`config.mk`:
```
export PLATFORM = sky130hd
export DESIGN_NAME = palindrome_job_sequencer
export DESIGN_NICKNAME = d
export VERILOG_FILES = /design/src/rtl/palindrome_job_sequencer_pkg.sv /design/src/rtl/palindrome_req_fifo.sv /design/src/rtl/palindrome_job_sequencer.sv
export SDC_FILE = /design/constraint.sdc
export NUM_CORES = 1
export LEC_CHECK = 0
export BUFFER_PORTS_ARGS = -buffer_cell sky130_fd_sc_hd__buf_4
export CAP_MARGIN = 40
export CORE_MARGIN = 1
export CORE_UTILIZATION = 40
export CTS_CLUSTER_DIAMETER = 80
export DETAILED_ROUTE_END_ITERATION = 6
export PLACE_DENSITY = 0.71
export SLEW_MARGIN = 20
export SYNTH_ARGS = -nofsm -noshare
export SYNTH_HDL_FRONTEND = slang
export SYNTH_SLANG_ARGS = --single-unit
```
`constraint.sdc`:
```
create_clock -name clock -period 2.7 [get_ports clock]
set_input_delay 0.675 -clock clock [delete_from_list [all_inputs] [get_ports clock]]
set_output_delay 0.675 -clock clock [all_outputs]
set_load 0.01 [all_outputs]
```
`src/rtl/palindrome_job_sequencer_pkg.sv`:
```
// Shared definitions for the palindrome job sequencer: index width, FSM
// encoding and the bit positions of the response flag vector.
package palindrome_job_sequencer_pkg;

    localparam int SEQ_AW = 5;

    typedef enum logic [1:0] {
        S_IDLE    = 2'd0,
        S_ISSUE   = 2'd1,
        S_RELEASE = 2'd2,
        S_REPORT  = 2'd3
    } seq_state_t;

    localparam int FLAG_PAL = 0;
    localparam int FLAG_ERR = 1;
    localparam int FLAG_TMO = 2;
    localparam int NFLAGS   = 3;

endpackage

```
`src/rtl/palindrome_req_fifo.sv`:
```
// Small request FIFO holding {base, ending} pairs; DEPTH must be a power of 2
// so the pointers wrap naturally.
module palindrome_req_fifo
    import palindrome_job_sequencer_pkg::*;
#(
    parameter int W     = 2 * SEQ_AW,
    parameter int DEPTH = 4
) (
    input  logic                     clock,
    input  logic                     reset,
    input  logic                     i_push,
    input  logic [W-1:0]             i_data,
    input  logic                     i_pop,
    output logic [W-1:0]             o_data,
    output logic                     o_full,
    output logic                     o_empty,
    output logic [$clog2(DEPTH):0]   o_count
);

    localparam int PW = $clog2(DEPTH);
    localparam int CW = PW + 1;

    logic [W-1:0]  r_mem [DEPTH];
    logic [PW-1:0] r_wr_ptr;
    logic [PW-1:0] r_rd_ptr;
    logic [CW-1:0] r_count;
    logic          w_do_push;
    logic          w_do_pop;

    assign w_do_push = i_push & ~o_full;
    assign w_do_pop  = i_pop & ~o_empty;

    always_ff @(posedge clock or negedge reset) begin
        if (!reset) begin
            r_wr_ptr <= '0;
            r_rd_ptr <= '0;
            r_count  <= '0;
            for (int i = 0; i < DEPTH; i++) begin
                r_mem[i] <= '0;
            end
        end else begin
            if (w_do_push) begin
                r_mem[r_wr_ptr] <= i_data;
                r_wr_ptr        <= r_wr_ptr + PW'(1);
            end
            if (w_do_pop) begin
                r_rd_ptr <= r_rd_ptr + PW'(1);
            end
            // Simultaneous push and pop leaves the occupancy unchanged.
            case ({w_do_push, w_do_pop})
                2'b10:   r_count <= r_count + CW'(1);
                2'b01:   r_count <= r_count - CW'(1);
                default: r_count <= r_count;
            endcase
        end
    end

    assign o_data  = r_mem[r_rd_ptr];
    assign o_full  = (r_count == CW'(DEPTH));
    assign o_empty = (r_count == '0);
    assign o_count = r_count;

endmodule

```
`src/rtl/palindrome_job_sequencer.sv`:
```
// Queues (base, ending) requests and runs them one at a time through the
// palindrome checker's go/done handshake, returning one response per request.
module palindrome_job_sequencer
    import palindrome_job_sequencer_pkg::*;
#(
    parameter int AW      = SEQ_AW,
    parameter int DEPTH   = 4,
    parameter int TIMEOUT = 255
) (
    input  logic          clock,
    input  logic          reset,
    input  logic          req_valid,
    output logic          req_ready,
    input  logic [AW-1:0] req_base,
    input  logic [AW-1:0] req_ending,
    output logic          chk_go,
    output logic [AW-1:0] chk_base,
    output logic [AW-1:0] chk_ending,
    input  logic          chk_done,
    input  logic          chk_palindrome,
    output logic          rsp_valid,
    input  logic          rsp_ready,
    output logic          rsp_palindrome,
    output logic          rsp_error,
    output logic          rsp_timeout,
    output logic [AW-1:0] rsp_base,
    output logic [AW-1:0] rsp_ending,
    output logic          busy
);

    localparam int WDW = $clog2(TIMEOUT + 1);

    seq_state_t        r_state, w_state_nxt;
    logic              r_chk_go, w_chk_go_nxt;
    logic [AW-1:0]     r_chk_base, w_chk_base_nxt;
    logic [AW-1:0]     r_chk_ending, w_chk_ending_nxt;
    logic              r_rsp_valid, w_rsp_valid_nxt;
    logic [AW-1:0]     r_rsp_base, w_rsp_base_nxt;
    logic [AW-1:0]     r_rsp_ending, w_rsp_ending_nxt;
    logic [NFLAGS-1:0] r_flags, w_flags_nxt;
    logic [WDW-1:0]    r_wd, w_wd_nxt;

    logic                  w_pop;
    logic                  w_full;
    logic                  w_empty;
    logic [$clog2(DEPTH):0] w_count;
    logic [2*AW-1:0]       w_head;
    logic [AW-1:0]         w_head_base;
    logic [AW-1:0]         w_head_ending;
    logic                  w_wd_limit;

    palindrome_req_fifo #(
        .W     (2 * AW),
        .DEPTH (DEPTH)
    ) u_fifo (
        .clock   (clock),
        .reset   (reset),
        .i_push  (req_valid),
        .i_data  ({req_base, req_ending}),
        .i_pop   (w_pop),
        .o_data  (w_head),
        .o_full  (w_full),
        .o_empty (w_empty),
        .o_count (w_count)
    );

    assign w_head_base   = w_head[2*AW-1:AW];
    assign w_head_ending = w_head[AW-1:0];
    assign w_wd_limit    = (r_wd == WDW'(TIMEOUT));

    always_ff @(posedge clock or negedge reset) begin
        if (!reset) begin
            r_state      <= S_IDLE;
            r_chk_go     <= 1'b0;
            r_chk_base   <= '0;
            r_chk_ending <= '0;
            r_rsp_valid  <= 1'b0;
            r_rsp_base   <= '0;
            r_rsp_ending <= '0;
            r_flags      <= '0;
            r_wd         <= '0;
        end else begin
            r_state      <= w_state_nxt;
            r_chk_go     <= w_chk_go_nxt;
            r_chk_base   <= w_chk_base_nxt;
            r_chk_ending <= w_chk_ending_nxt;
            r_rsp_valid  <= w_rsp_valid_nxt;
            r_rsp_base   <= w_rsp_base_nxt;
            r_rsp_ending <= w_rsp_ending_nxt;
            r_flags      <= w_flags_nxt;
            r_wd         <= w_wd_nxt;
        end
    end

    always_comb begin
        w_state_nxt      = r_state;
        w_chk_go_nxt     = r_chk_go;
        w_chk_base_nxt   = r_chk_base;
        w_chk_ending_nxt = r_chk_ending;
        w_rsp_valid_nxt  = r_rsp_valid;
        w_rsp_base_nxt   = r_rsp_base;
        w_rsp_ending_nxt = r_rsp_ending;
        w_flags_nxt      = r_flags;
        w_pop            = 1'b0;

        case (r_state)
            S_IDLE: begin
                if (!w_empty) begin
                    w_pop            = 1'b1;
                    w_rsp_base_nxt   = w_head_base;
                    w_rsp_ending_nxt = w_head_ending;
                    w_flags_nxt      = '0;
                    if (w_head_base > w_head_ending) begin
                        w_flags_nxt[FLAG_ERR] = 1'b1;
                        w_rsp_valid_nxt       = 1'b1;
                        w_state_nxt           = S_REPORT;
                    end else begin
                        w_chk_base_nxt   = w_head_base;
                        w_chk_ending_nxt = w_head_ending;
                        w_chk_go_nxt     = 1'b1;
                        w_state_nxt      = S_ISSUE;
                    end
                end
            end
            S_ISSUE: begin
                if (chk_done) begin
                    w_flags_nxt[FLAG_PAL] = chk_palindrome;
                    w_chk_go_nxt          = 1'b0;
                    w_state_nxt           = S_RELEASE;
                end else if (w_wd_limit) begin
                    w_flags_nxt[FLAG_TMO] = 1'b1;
                    w_chk_go_nxt          = 1'b0;
                    w_state_nxt           = S_RELEASE;
                end
            end
            S_RELEASE: begin
                if (!chk_done) begin
                    w_rsp_valid_nxt = 1'b1;
                    w_state_nxt     = S_REPORT;
                end else if (w_wd_limit) begin
                    // A verdict latched before a stuck done is not trusted.
                    w_flags_nxt[FLAG_TMO] = 1'b1;
                    w_flags_nxt[FLAG_PAL] = 1'b0;
                    w_rsp_valid_nxt       = 1'b1;
                    w_state_nxt           = S_REPORT;
                end
            end
            S_REPORT: begin
                if (rsp_ready) begin
                    w_rsp_valid_nxt = 1'b0;
                    w_state_nxt     = S_IDLE;
                end
            end
            default: begin
                w_state_nxt = S_IDLE;
            end
        endcase

        // Watchdog restarts on every state change and saturates at TIMEOUT.
        if (w_state_nxt != r_state) begin
            w_wd_nxt = '0;
        end else if (w_wd_limit) begin
            w_wd_nxt = r_wd;
        end else begin
            w_wd_nxt = r_wd + WDW'(1);
        end
    end

    assign req_ready      = ~w_full;
    assign chk_go         = r_chk_go;
    assign chk_base       = r_chk_base;
    assign chk_ending     = r_chk_ending;
    assign rsp_valid      = r_rsp_valid;
    assign rsp_palindrome = r_flags[FLAG_PAL] & ~r_flags[FLAG_ERR] & ~r_flags[FLAG_TMO];
    assign rsp_error      = r_flags[FLAG_ERR];
    assign rsp_timeout    = r_flags[FLAG_TMO];
    assign rsp_base       = r_rsp_base;
    assign rsp_ending     = r_rsp_ending;
    assign busy           = (r_state != S_IDLE) || (w_count != '0);

endmodule

```
==> metrics.yaml <==
cellPowerDensity_nw_per_um2: 1400
numPortBuffers: 42
setup_viol: 0
status: "finished, final reports clean"
cts_buffers: 9
synth-main-ff-cell: "dfrtp_1"
tightest_slew_ns: 0.562
grt_pass1_wl_um: 13100
drc: 0
clock-sinks: 82
yosys-top-cells-count: "82 x dfrtp_1, 50 x mux2_2, 34 x nand2_1, 20 x inv_1, 16 x ha_1"
period_needed_ns: 2.61
area_growth_pct: 20.6
synth_edf_count: 0
worstPathMaxFanout: 8
ys_types: 52
diodes: 0
dr.first_iter.drc_count: 127
die_w_um: 102
min_path_type: "in -> async"
clock_skew_ns: 0.0111
timing.fmax_mhz: 383
crit_path_end_kind: "flop"
yosysMostFrequentCell: "dfrtp_1"
reg2reg_slack_ns: 0.09
dieArea_um2: 10400
postCtsHoldBufs: 0
io_pins: 43
worstSetupPathType: "reg -> reg"
seq_area_frac_synth_pct: 51.3
wirelength_um: 8020
overflow: 0
insertion_delay_ns: 0.35
ys_ff_latch: 82
setup_tns_ns: 0
postRouteAntennaNets: 0
synth_top_area_cell: "dfrtp_1"
syn_area_per_cell_um2: 12.5
yosysWarnings: 0
routed_via_density: 5.14
grt_pass1_vias: 2626
drive_above_1_share_pct: 40.7
min_period_over_period_pct: 96.8
placed_cells_incl_taps: 497
final_util_pct: 49.5
clockRootBuffer: "clkbuf_8"
leakage_nw: 2.17
vdd_drop_max_uv: 706
syn_nets: 353
grt_max_degree: 45
worstPathRequired_ns: 2.93
h-tree-depth: 3
cts_tree: "done"
slew_headroom_pct: 61.5
core-area_um2: 9730
routabilityCongestion: 0.825
clkTransAtPathRegs_ns: 0.08
yosys.area.top_type_share_pct: 51.3
netlist_area_um2: 4000
fin_nets: 409
num_rows: 36
grt_usage_pct: 16.6
synthCells: 320
dp_hpwl_um: 5860
firstDrtPassIters: 5
wl_per_cell_um: 15.6
instances_no_fill: 514
async_flop_share_pct: 100
totalPowerFinal_mw: 6.77
cp.arrival_ns: 2.85
hold_viol_final: 0
cts_buffer_depth: 2
drv_cap: 0
start_kind: "flop"
vias: 2640
start_util_pct: 41.1
synth_area_leaders: "dfrtp_1 51%, mux2_2 14%, mux4_2 5.6%"
die_y_um: 102
antenna_found_initial: 0
slew_viol_final: 0
cells by family after synthesis:
group	share of synthesized area, %
compound gates	6.92
xor+xnor	1.75
fa+ha+maj	5.51
buf+inv	2.85
flops	51.3
mux	21.0
simple gates	10.6
stage by stage:
step / hold slack [ns] / cell area, um^2 / setup slack (ns)
floorplan: 0.379 / 4010 / 0.0674
global placement: 0.477 / 4540 / 0.108
detailed placement: 0.479 / 4540 / 0.0386
CTS: 0.311 / 4750 / 0.0199
global route: 0.318 / 4820 / -0.0237
finish: 0.289 / 4820 / 0.0857
layout make-up:
cell class              instances  area (um^2)
repair buffers                 53          414
multi-input cells             209         1900
fillers                       878         4910
clock buffers                  11          151
well taps                     133          166
inverters                      21         78.8
clock inverters                 5         60.1
flip-flops and latches         82         2050
worst max-delay path, cell delays in order, from the launching register on:
cell and delay, ns:
dfrtp_1 0.38, buf_6 0.17, mux4_2 0.58, ha_4 0.30
and3_4 0.20, o21ai_2 0.07, a32oi_4 0.26, mux2i_2 0.25
buf_4 0.21, nor3_1 0.08
sequential cells by signal, summed over array words and instances (netlist names):
| register | cells |
|---|---|
| u_fifo.r_mem | 40 |
| r_wd | 8 |
| chk_base | 5 |
| chk_ending | 5 |
| rsp_base | 5 |
| rsp_ending | 5 |
| r_flags | 3 |
| u_fifo.o_count | 3 |
| r_state | 2 |
| u_fifo.r_rd_ptr | 2 |
| u_fifo.r_wr_ptr | 2 |
| chk_go | 1 |
| rsp_valid | 1 |
final timing paths:
path | from | endpoint | cells past startpoint
setup reg to reg | u_fifo.r_rd_ptr[0]$_DFFE_PN0P_ | r_wd[1]$_DFFE_PN0P_ | 9
min in group clock | rsp_base[2]$_DFFE_PN0P_ | rsp_base[2]$_DFFE_PN0P_ | 2
hold reg to reg | rsp_base[2]$_DFFE_PN0P_ | rsp_base[2]$_DFFE_PN0P_ | 2
max in group asynchronous | reset | rsp_ending[4]$_DFFE_PN0P_ | 2
setup / recovery | u_fifo.r_rd_ptr[0]$_DFFE_PN0P_ | r_wd[1]$_DFFE_PN0P_ | 9
hold / removal | reset | r_flags[2]$_DFFE_PN0P_ | 1
metal layers:
metal / vias to the layer above / track usage (%) / wire length, um / part of all wire [%]
met2: 52 / 27.4 / 4070 / 51
met4: 0 / 2.97 / 30 / 0.37
met5: - / 0 / 0 / 0
met1: 1331 / 22.3 / 3650 / 45
li1: 1252 / - / - / -
met3: 5 / 4.51 / 276 / 3.4
cell usage in the layout, fill, tap and decap left out, types with 2 or more instances in the layout:
cell,n
ha_4,2
nand2b_1,2
nor4_1,2
a21oi_1,7
ha_1,14
nor2_1,6
inv_2,2
nand2_2,4
xor2_1,3
and3_1,2
inv_1,19
nor3_1,9
nand4_1,2
mux2_2,50
nand2_1,34
a2111oi_0,2
xnor2_1,5
clkbuf_8,11
o21ai_0,13
a31oi_1,2
buf_4,51
mux4_2,10
mux2i_1,4
nand3_1,4
dfrtp_1,82
nor4_4,2
power breakdown:
group | leakage, nW | internal, mW | switching, mW
clock network | 0.106 | 0.481 | 0.436
registers | 1.00 | 1.82 | 0.399
logic | 1.07 | 1.86 | 1.77
total | 2.17 | 4.16 | 2.60
what timing repair did:
action,CTS,global route
resized for setup,0,9
setup buffers,0,1
endpoints found under the setup margin,0,19
hold endpoints to repair,0,0
Note: power is estimated with default switching activity, not from simulation.
